## config.mk

```make
export PLATFORM = sky130hd
export DESIGN_NAME = camera64x64_host_ctrl
export DESIGN_NICKNAME = d
export VERILOG_FILES = /design/src/rtl/camera64x64_pkg.sv /design/src/rtl/camera64x64_counter.sv /design/src/rtl/camera_spi_shifter.sv /design/src/rtl/camera64x64_host_ctrl.sv
export SDC_FILE = /design/constraint.sdc
export NUM_CORES = 1
export LEC_CHECK = 0
export CAP_MARGIN = 20
export CORE_AREA = 2 2 80 121
export CTS_CLUSTER_DIAMETER = 80
export DETAILED_ROUTE_END_ITERATION = 12
export DIE_AREA = 0 0 82 123
export SETUP_SLACK_MARGIN = 0.1
export SYNTH_ARGS = -nofsm -noshare
export SYNTH_HDL_FRONTEND = slang
export SYNTH_SLANG_ARGS = --single-unit
```

## constraint.sdc

```tcl
create_clock -name CLK -period 3.78 [get_ports CLK]
set_input_delay 0.567 -clock CLK [delete_from_list [all_inputs] [get_ports CLK]]
set_output_delay 0.567 -clock CLK [all_outputs]
set_load 0.03 [all_outputs]
```

## src/rtl/camera64x64_pkg.sv

```systemverilog
// rtl/camera64x64_pkg.sv - shared controller states and default timing constants
package camera64x64_pkg;

  typedef enum logic [1:0] {
    ST_IDLE     = 2'd0,
    ST_SHIFT    = 2'd1,
    ST_WAIT_INT = 2'd2,
    ST_RELEASE  = 2'd3
  } cam_state_t;

  // SCLK half-period in CLK cycles
  localparam int unsigned DEF_HALF = 2;

  // 150000 cycles = 1.5 ms at 100 MHz
  localparam logic [31:0] DEF_TIMEOUT = 32'h000249F0;

endpackage

```

## src/rtl/camera64x64_counter.sv

```systemverilog
// rtl/camera64x64_counter.sv - generic saturating up-counter with synchronous clear
module camera64x64_counter #(
  parameter int unsigned W = 32
) (
  input  logic         CLK,
  input  logic         RST,
  input  logic         clr,
  input  logic         en,
  output logic [W-1:0] q
);

  // Count up while enabled, hold at all-ones instead of wrapping
  always_ff @(posedge CLK or posedge RST) begin
    if (RST) begin
      q <= '0;
    end else if (clr) begin
      q <= '0;
    end else if (en && (q != {W{1'b1}})) begin
      q <= q + {{(W-1){1'b0}}, 1'b1};
    end
  end

endmodule

```

## src/rtl/camera_spi_shifter.sv

```systemverilog
// rtl/camera_spi_shifter.sv - SPI mode 0 byte shifter, MSB first
module camera_spi_shifter #(
  parameter int unsigned HALF = 2
) (
  input  logic       CLK,
  input  logic       RST,
  input  logic       start,
  input  logic [7:0] data,
  output logic       done,
  output logic       sclk,
  output logic       mosi
);

  localparam logic [7:0] HALF_LAST = 8'(HALF - 1);

  logic       active;
  logic       phase;     // 0 = SCLK low half, 1 = SCLK high half
  logic [7:0] half_cnt;
  logic [2:0] bit_cnt;
  logic [7:0] sreg;
  logic       half_end;

  assign half_end = active && (half_cnt == HALF_LAST);
  // Last cycle of the high half of bit 0: the byte is complete
  assign done     = half_end && phase && (bit_cnt == 3'd7);
  assign sclk     = active && phase;
  // Shift-out drains to zero, so MOSI idles low after the byte
  assign mosi     = sreg[7];

  // Half-period divider, bit counter and shift register; data advances on SCLK fall
  always_ff @(posedge CLK or posedge RST) begin
    if (RST) begin
      active   <= 1'b0;
      phase    <= 1'b0;
      half_cnt <= '0;
      bit_cnt  <= '0;
      sreg     <= '0;
    end else if (!active) begin
      if (start) begin
        active   <= 1'b1;
        phase    <= 1'b0;
        half_cnt <= '0;
        bit_cnt  <= '0;
        sreg     <= data;
      end
    end else if (half_end) begin
      half_cnt <= '0;
      phase    <= ~phase;
      if (phase) begin
        sreg    <= {sreg[6:0], 1'b0};
        bit_cnt <= bit_cnt + 3'd1;
        if (bit_cnt == 3'd7) begin
          active <= 1'b0;
        end
      end
    end else begin
      half_cnt <= half_cnt + 8'd1;
    end
  end

endmodule

```

## src/rtl/camera64x64_host_ctrl.sv

```systemverilog
// rtl/camera64x64_host_ctrl.sv - camera lookup command issuer with INT wait and timeout
module camera64x64_host_ctrl
  import camera64x64_pkg::*;
#(
  parameter int unsigned HALF    = DEF_HALF,
  parameter logic [31:0] TIMEOUT = DEF_TIMEOUT
) (
  input  logic       CLK,
  input  logic       RST,
  input  logic       START,
  input  logic [7:0] CMD,
  input  logic       INT,
  input  logic       LOOKUP,
  output logic       SCLK,
  output logic       MOSI,
  output logic       CS_N,
  output logic       BUSY,
  output logic       DONE,
  output logic       ERR
);

  localparam logic [31:0] WAIT_LAST = TIMEOUT - 32'd1;

  cam_state_t  state;
  cam_state_t  state_nxt;
  logic        shift_start;
  logic        shift_done;
  logic        wait_en;
  logic [31:0] wait_cnt;

  // The shifter loads CMD on the accepting edge, so MOSI carries bit 7 in the first SHIFT cycle
  camera_spi_shifter #(
    .HALF (HALF)
  ) u_shifter (
    .CLK   (CLK),
    .RST   (RST),
    .start (shift_start),
    .data  (CMD),
    .done  (shift_done),
    .sclk  (SCLK),
    .mosi  (MOSI)
  );

  assign wait_en = (state == ST_WAIT_INT);

  // Held at zero outside WAIT_INT so it reads 0 in the first wait cycle
  camera64x64_counter #(
    .W (32)
  ) u_wait_cnt (
    .CLK (CLK),
    .RST (RST),
    .clr (!wait_en),
    .en  (wait_en),
    .q   (wait_cnt)
  );

  // State register
  always_ff @(posedge CLK or posedge RST) begin
    if (RST) begin
      state <= ST_IDLE;
    end else begin
      state <= state_nxt;
    end
  end

  // Next state and outputs; INT takes priority over the terminal count
  always_comb begin
    state_nxt   = state;
    shift_start = 1'b0;
    BUSY        = 1'b1;
    CS_N        = 1'b0;
    DONE        = 1'b0;
    ERR         = 1'b0;
    case (state)
      ST_IDLE: begin
        BUSY = 1'b0;
        CS_N = 1'b1;
        if (START) begin
          shift_start = 1'b1;
          state_nxt   = ST_SHIFT;
        end
      end
      ST_SHIFT: begin
        if (shift_done) begin
          state_nxt = ST_WAIT_INT;
        end
      end
      ST_WAIT_INT: begin
        if (INT) begin
          DONE      = 1'b1;
          state_nxt = ST_RELEASE;
        end else if (wait_cnt == WAIT_LAST) begin
          ERR       = 1'b1;
          state_nxt = ST_RELEASE;
        end
      end
      ST_RELEASE: begin
        CS_N = 1'b1;
        if (!INT && !LOOKUP) begin
          state_nxt = ST_IDLE;
        end
      end
      default: begin
        state_nxt = ST_IDLE;
      end
    endcase
  end

endmodule

```

==> metrics.md, run 1 <==
| Metric | Value |
|---|---|
| Port Buffer Count | `18` |
| Synth area leaders | `dfrtp_1 (44%), xnor2_1 (4.8%), ha_1 (4.0%)` |
| Ant diodes | `0` |
| Max rail drop VDD | `approximately 0.34 mV` |
| Clock H-tree levels | `2` |
| Count leader, synth | `dfrtp_1` |
| Largest net degree at the start of global routing | `30` |
| Layout Nets | `about 370` |
| Post-CTS Resized | `0` |
| Die area | `around 0.010 sq mm` |
| Gate Count Post-Synth | `330` |
| Hold Vio Cnt, Final | `0` |
| Vias in the first global route | `~2600` |
| Antenna violations before repair | `0` |
| Synth-to-Final Area Change | `15.7%` |
| Area of the multi-input gates | `between 0.0015 and 0.002 sq mm` |
| Minimum hold slack | `0.484 ns` |
| CP startpoint kind | `register` |
| Clock buffer depth | `2` |
| Remaining global-route overflow | `0` |
| Setup TNS | `0 ns` |
| Router iterations before antenna repair | `4` |
| Ys async rst share | `1.00` |
| Gp weighted congestion | `~0.9` |
| Final count of pins violating max slew | `0` |
| Total I/O pin count | `19` |
| Worst path arrival time | `around 2.8 ns` |
| Post-Place Setup Slack | `between 0.7 and 0.8 ns` |
| Initial DRC Count | `about 120` |
| R2R cell count | `6` |
| Top cells by count, synth | `dfrtp_1 (55), nand2_1 (31), nor2_1 (27)` |
| Total power | `between 1.5 and 2 mW` |
| Final clock skew | `0.00436 ns` |
| Netlist cell types | `46` |
| WL/cell | `roughly 15 microns` |
| Post-synth EDFFs | `0` |
| Post-DP Area | `between 0.003 and 0.004 sq mm` |
| Vias post-DR | `around 2600` |
| First-pass GRT wire length | `roughly 12 mm` |
| Fmax | `~300 MHz` |
| R2R Path Start | `u_wait_cnt.q[0]` |
| Clock Sinks | `55` |
| Cell area after layout | `about 0.0036 sq mm` |
| Die Span X | `approximately 82 microns` |
| Crit path max fanout | `5` |
| R2r setup slk | `approximately 1.3 ns` |
| Core area | `~0.0090 sq mm` |
| Sequential area share after synthesis | `0.445` |
| Hold_sp | `u_shifter.sreg[4]` |
| Reg2reg end | `u_wait_cnt.q[30]` |
| Post-CTS setup buffers | `0` |
| P_leak | `approximately 1.4 nW` |
| Hold Path Stages | `2` |
| Slew HR | `0.478` |
| Die H | `roughly 120 microns` |
| DRC errors left | `0` |
| ANT nets after route | `0` |
| Critical Path RT | `~3.2 ns` |
| RSZ-0062 raised after global routing | `false` |
| Reg area | `approximately 0.0014 sq mm` |
| Post-synthesis area per instance | `between 9 and 10 sq um` |
| Clock buffer count from CTS | `5` |
| Largest area contributor in the netlist | `dfrtp_1` |
| Total wire length | `around 7 mm` |
| Syn Nets | `between 300 and 400` |
| Filler Cell Count | `~920` |
| Crit share post-route | `0.882` |
| Flop and latch count out of synthesis | `55` |
| Site Rows | `43` |
| Crit end category | `output pin` |
| Hold Path End | `u_shifter.sreg[4]` |
| Status | `finished, final reports clean` |
| Worst-skew pair later-pin latency | `roughly 0.3 ns` |
| Tmin final | `about 3.3 ns` |
| Root buf cell | `clkbuf_16` |
| CTS Hold Bufs | `0` |
| Max-Cap Viols | `0` |
| Post-DP HPWL | `between 5 and 6 mm` |
| Top cell type's share of synthesized area | `0.445` |
| Ys flop type | `dfrtp_1` |
| Layout cell share with drive strength beyond 1 | `0.0544` |
| Min setup slack post-route | `around 0.44 ns` |
| Actual slew at the worst max-slew pin | `a little under 0.8 ns` |
| Total global-route track usage | `0.152` |
| Setup Viol. Count Final | `0` |
| Clk slew on worst S/H paths | `~0.070 ns` |
| CTS tree | `yes` |
| CP Class | `reg -> out` |
| Drt via density | `5.54` |
| Initial Util | `0.342` |
| Post-Syn Area | `just over 0.003 sq mm` |
| Min-Delay Path Class | `reg -> reg` |
| Yosys warns | `0` |
| Power per cell area | `~550 mW/mm^2` |
-- final cells by class --
cell class,count,share of cell area
repair buffers,21,0.0566
inverters,11,0.0115
flip-flops and latches,55,0.384
well taps,112,0.0391
clock inverters,2,0.0168
clock buffers,6,0.0360
multi-input cells,254,0.456
-- state kept, by name (all words and copies together), names as in the netlist --
| register | cells |
|---|---|
| u_wait_cnt.q | 32 |
| u_shifter.half_cnt | 8 |
| u_shifter.sreg | 8 |
| u_shifter.bit_cnt | 3 |
| state | 2 |
| u_shifter.active | 1 |
| u_shifter.phase | 1 |
-- how the worst max path moves through the flow --
| stage | start | end | slack, ns | depth (start not counted) |
|---|---|---|---|---|
| 2_1_floorplan | u_wait_cnt.q[12] | ERR | 1.27 | 4 |
| 3_3_place_gp | u_wait_cnt.q[12] | ERR | 0.75 | 5 |
| 6_report | u_wait_cnt.q[12] | ERR | 0.44 | 5 |
| 4_1_cts | u_wait_cnt.q[12] | ERR | 0.42 | 5 |
| 3_5_place_dp | u_wait_cnt.q[12] | ERR | 0.75 | 5 |
| 5_1_grt | u_wait_cnt.q[12] | ERR | 0.35 | 5 |
-- stage by stage --
step | util | instances
final | 0.396 | 461
after global routing | 0.396 | 461
after CTS | 0.396 | 461
after detailed placement | 0.375 | 453
after global placement | 0.375 | 453
after floorplan | - | 330
-- placed cells by master, fill, tap and decap left out, types with 5 or more instances in the layout --
cell type | synthesis | final
inv_1 | 10 | 9
nand3_1 | 13 | 13
o21ai_0 | 24 | 24
a31oi_1 | 8 | 8
clkbuf_16 | 0 | 5
o31ai_1 | 7 | 7
mux2i_1 | 10 | 10
nor2_1 | 27 | 27
a21oi_1 | 12 | 12
and3_1 | 9 | 9
dfrtp_1 | 55 | 55
nand2_1 | 31 | 31
o211ai_1 | 5 | 5
nand4_1 | 13 | 13
or3_1 | 6 | 6
ha_1 | 10 | 10
nor4_1 | 12 | 12
xnor2_1 | 17 | 17
clkdlybuf4s50_1 | 0 | 18
-- cells by family (layout without fill, tap and decap cells) --
family                     after synthesis  after routing  share of synthesized area
adders and majority gates               10             10                     0.0404
buffers and inverters                   21             40                     0.0279
xor gates and xnor gates                20             20                     0.0566
DFF                                     55             55                      0.445
muxes                                   10             10                     0.0323
and+or+nand+nor                        142            142                      0.253
AOI/OAI and AO/OA                       72             72                      0.146
-- per-layer routing --
layer,GRT usage,share of wire
met5,0,0
met4,0.0698,0.032
met3,0.0292,0.034
met2,0.267,0.52
met1,0.173,0.41
-- worst max-delay path, cell delays in order, from the launching register on --
cell,delay [ns]
dfrtp_1,0.43
nor4b_1,0.50
nand4_1,0.16
or4_1,0.54
nor3_1,0.16
clkdlybuf4s50_1,0.69
-- where the power goes --
part,total (mW),internal (mW),switching [mW]
Combinational,0.589,0.246,0.343
Sequential,0.787,0.691,0.0955
Clock,0.597,0.380,0.216
Power figures use the tool's default switching activity.
==> run 2, diff against run 1 <==
--- a/config.mk
+++ b/config.mk
@@ -10,6 +10,7 @@
 export CTS_CLUSTER_DIAMETER = 80
 export DETAILED_ROUTE_END_ITERATION = 12
 export DIE_AREA = 0 0 82 123
+export GPL_TIMING_DRIVEN = 0
 export SETUP_SLACK_MARGIN = 0.1
 export SYNTH_ARGS = -nofsm -noshare
 export SYNTH_HDL_FRONTEND = slang
==> metrics.md, run 2 (same netlist as run 1, synthesis figures left out) <==
| Metric | Value |
|---|---|
| Clock Sinks | `55 (unchanged)` |
| Clock buffer depth | `2 (unchanged)` |
| Delay-heaviest family, CP | `simple AND/OR/NAND/NOR gates` |
| Hold_sp | `u_shifter.sreg[1]` |
| Tmin final | `3.29 ns (-0.0472 ns)` |
| Reg2reg end | `u_shifter.sreg[5]` |
| First-pass GRT wire length | `12.4 mm (+3.3%)` |
| CP Class | `reg -> out` |
| Die area | `0.0101 sq mm (unchanged)` |
| Power per cell area | `535 mW/mm^2 (-2.8%)` |
| Crit end category | `output pin` |
| Slew HR | `0.502 (+0.0240)` |
| Core area | `0.00904 sq mm (unchanged)` |
| Remaining global-route overflow | `0 (unchanged)` |
| Post-CTS setup buffers | `0 (unchanged)` |
| Number of placed instances, taps included | `461 (+1.8%)` |
| Vias in the first global route | `2548 (-1.3%)` |
| R2R cell count | `8 (+2)` |
| Max rail drop VDD | `0.370 mV (+7.8%)` |
| GR Util met2 | `0.282 (+0.0147)` |
| Most frequent cells in the layout | `dfrtp_1 (55), nand2_1 (31), nor2_1 (27), o21ai_0 (24), clkdlybuf4s50_1 (18)` |
| CP Launch Point | `u_wait_cnt.q[12]` |
| Max-Cap Viols | `0 (unchanged)` |
| Site Rows | `43 (unchanged)` |
| Critical-path top delay cell | `clkdlybuf4s50_1` |
| Clock H-tree levels | `2 (unchanged)` |
| Fmax | `304 MHz (+1.4%)` |
| CP startpoint kind | `register` |
| Router iterations before antenna repair | `4 (unchanged)` |
| Layout Nets | `379 (+2.2%)` |
| Hold Path Stages | `2 (unchanged)` |
| Actual slew at the worst max-slew pin | `0.744 ns (-0.0330 ns)` |
| ANT nets after route | `0 (unchanged)` |
| Die H | `123 microns (unchanged)` |
| Worst path arrival time | `2.72 ns (-0.05 ns)` |
| Min-Delay Path Class | `reg -> reg` |
| DRC errors left | `0 (unchanged)` |
| Crit share post-route | `0.870 (-0.0125)` |
| Initial DRC Count | `144 (+25%)` |
| Initial Util | `0.342 (unchanged)` |
| Ant diodes | `0 (unchanged)` |
| Total I/O pin count | `19 (unchanged)` |
| Max incr delay on CP | `0.69 ns (about the same)` |
| Final clock skew | `0.00567 ns (+0.00132 ns)` |
| Max FFs per register | `32 (unchanged)` |
| RSZ-0062 raised after global routing | `false` |
| Worst-skew pair later-pin latency | `0.30 ns (about the same)` |
| Total wire length | `7.20 mm (+2.5%)` |
| Final non-filler cell total | `469 (+1.7%)` |
| R2R Path Start | `u_shifter.half_cnt[1]` |
| GRT met3 Usage | `0.0234 (-0.00584)` |
| Critical Path RT | `3.21 ns (about the same)` |
| Filler Cell Count | `933 (+1.6%)` |
| Setup Viol. Count Final | `0 (unchanged)` |
| Status | `finished, final reports clean` |
| Drt via density | `5.55 (+0.30%)` |
| Global route hottest layer | `met2` |
| Setup TNS | `0 ns (unchanged)` |
| Clock buffer count from CTS | `5 (unchanged)` |
| P_leak | `1.42 nW (+0.58%)` |
| Die Span X | `82 microns (unchanged)` |
| Root buf cell | `clkbuf_16` |
| Hold Vio Cnt, Final | `0 (unchanged)` |
| Largest net degree at the start of global routing | `42 (+40%)` |
| Layout cell share with drive strength beyond 1 | `0.0532 (-0.00122)` |
| Synth-to-Final Area Change | `16.6%` |
| Post-DP HPWL | `5.27 mm (+4.6%)` |
| CTS tree | `yes` |
| Top Registers | `u_wait_cnt.q (32), u_shifter.half_cnt (8), u_shifter.sreg (8)` |
| Gp weighted congestion | `0.973 (+8.9%)` |
| Post-CTS Resized | `0 (unchanged)` |
| R2r setup slk | `1.27 ns (about the same)` |
| CTS Hold Bufs | `0 (unchanged)` |
| Total global-route track usage | `0.160 (+0.00835)` |
| Crit path max fanout | `5 (unchanged)` |
| WL/cell | `15.3 microns (+0.79%)` |
| Reg with most FFs | `u_wait_cnt.q` |
| Final count of pins violating max slew | `0 (unchanged)` |
| Met1 Use GR | `0.182 (+0.00863)` |
| Most common cell after layout, fill and taps aside | `dfrtp_1` |
| Vias post-DR | `2605 (+2.0%)` |
| Clk slew on worst S/H paths | `0.07 ns (about the same)` |
| Hold Path End | `u_shifter.sreg[1]` |
| Antenna violations before repair | `0 (unchanged)` |
| Port Buffer Count | `18 (unchanged)` |
| Cell chain of the critical path | `nor4b_1, nand4_1, or4_1, nor3_1, clkdlybuf4s50_1` |
| Crit path buf inv count | `1 (unchanged)` |
run 2: per-stage QoR:
| stage | worst slack [ns] | hold WS, ns | cell area, sq um | util | total power, mW |
|---|---|---|---|---|---|
| 2_1_floorplan | 1.27 | 0.450 | 3100 | - | 1.20 |
| 3_3_place_gp | 0.748 | 0.469 | 3420 | 0.378 | 1.39 |
| 3_5_place_dp | 0.831 | 0.472 | 3440 | 0.380 | 1.41 |
| 4_1_cts | 0.476 | 0.489 | 3610 | 0.399 | 1.97 |
| 5_1_grt | 0.438 | 0.521 | 3610 | 0.399 | 2.08 |
| 6_report | 0.491 | 0.487 | 3610 | 0.399 | 1.93 |
run 2: layer usage:
layer | wire length, microns | vias up
met5 | 0 | -
met4 | 254 | 0
met3 | 134 | 17
met2 | 3840 | 39
met1 | 2960 | 1274
li1 | - | 1275
run 2: where the power goes:
| part | internal [mW] | switching (mW) | leakage [nW] |
|---|---|---|---|
| Clock | 0.330 | 0.219 | 0.0868 |
| Sequential | 0.692 | 0.0889 | 0.739 |
| Combinational | 0.244 | 0.359 | 0.596 |
run 2: cell type report:
class / count / area, sq um / area share
multi-input cells: 254 / 1630 / 0.452
flip-flops and latches: 55 / 1380 / 0.381
repair buffers: 19 / 200 / 0.0555
well taps: 112 / 140 / 0.0388
clock buffers: 6 / 139 / 0.0385
plain buffers: 10 / 45.0 / 0.0125
inverters: 11 / 41.3 / 0.0114
clock inverters: 2 / 35.0 / 0.00971
run 2: how the worst max path moves through the flow:
stage / cells past startpoint / end / slack, ns
2_1_floorplan: 4 / ERR / 1.27
3_3_place_gp: 2 / u_wait_cnt.q[6] / 0.75
3_5_place_dp: 5 / ERR / 0.83
4_1_cts: 5 / ERR / 0.48
5_1_grt: 5 / ERR / 0.44
6_report: 5 / ERR / 0.49
run 2: tightest hold or removal path, cell delays in order, from the launching register on:
cell and delay, ns:
dfrtp_1 0.34, nand2_1 0.04, o21ai_0 0.06
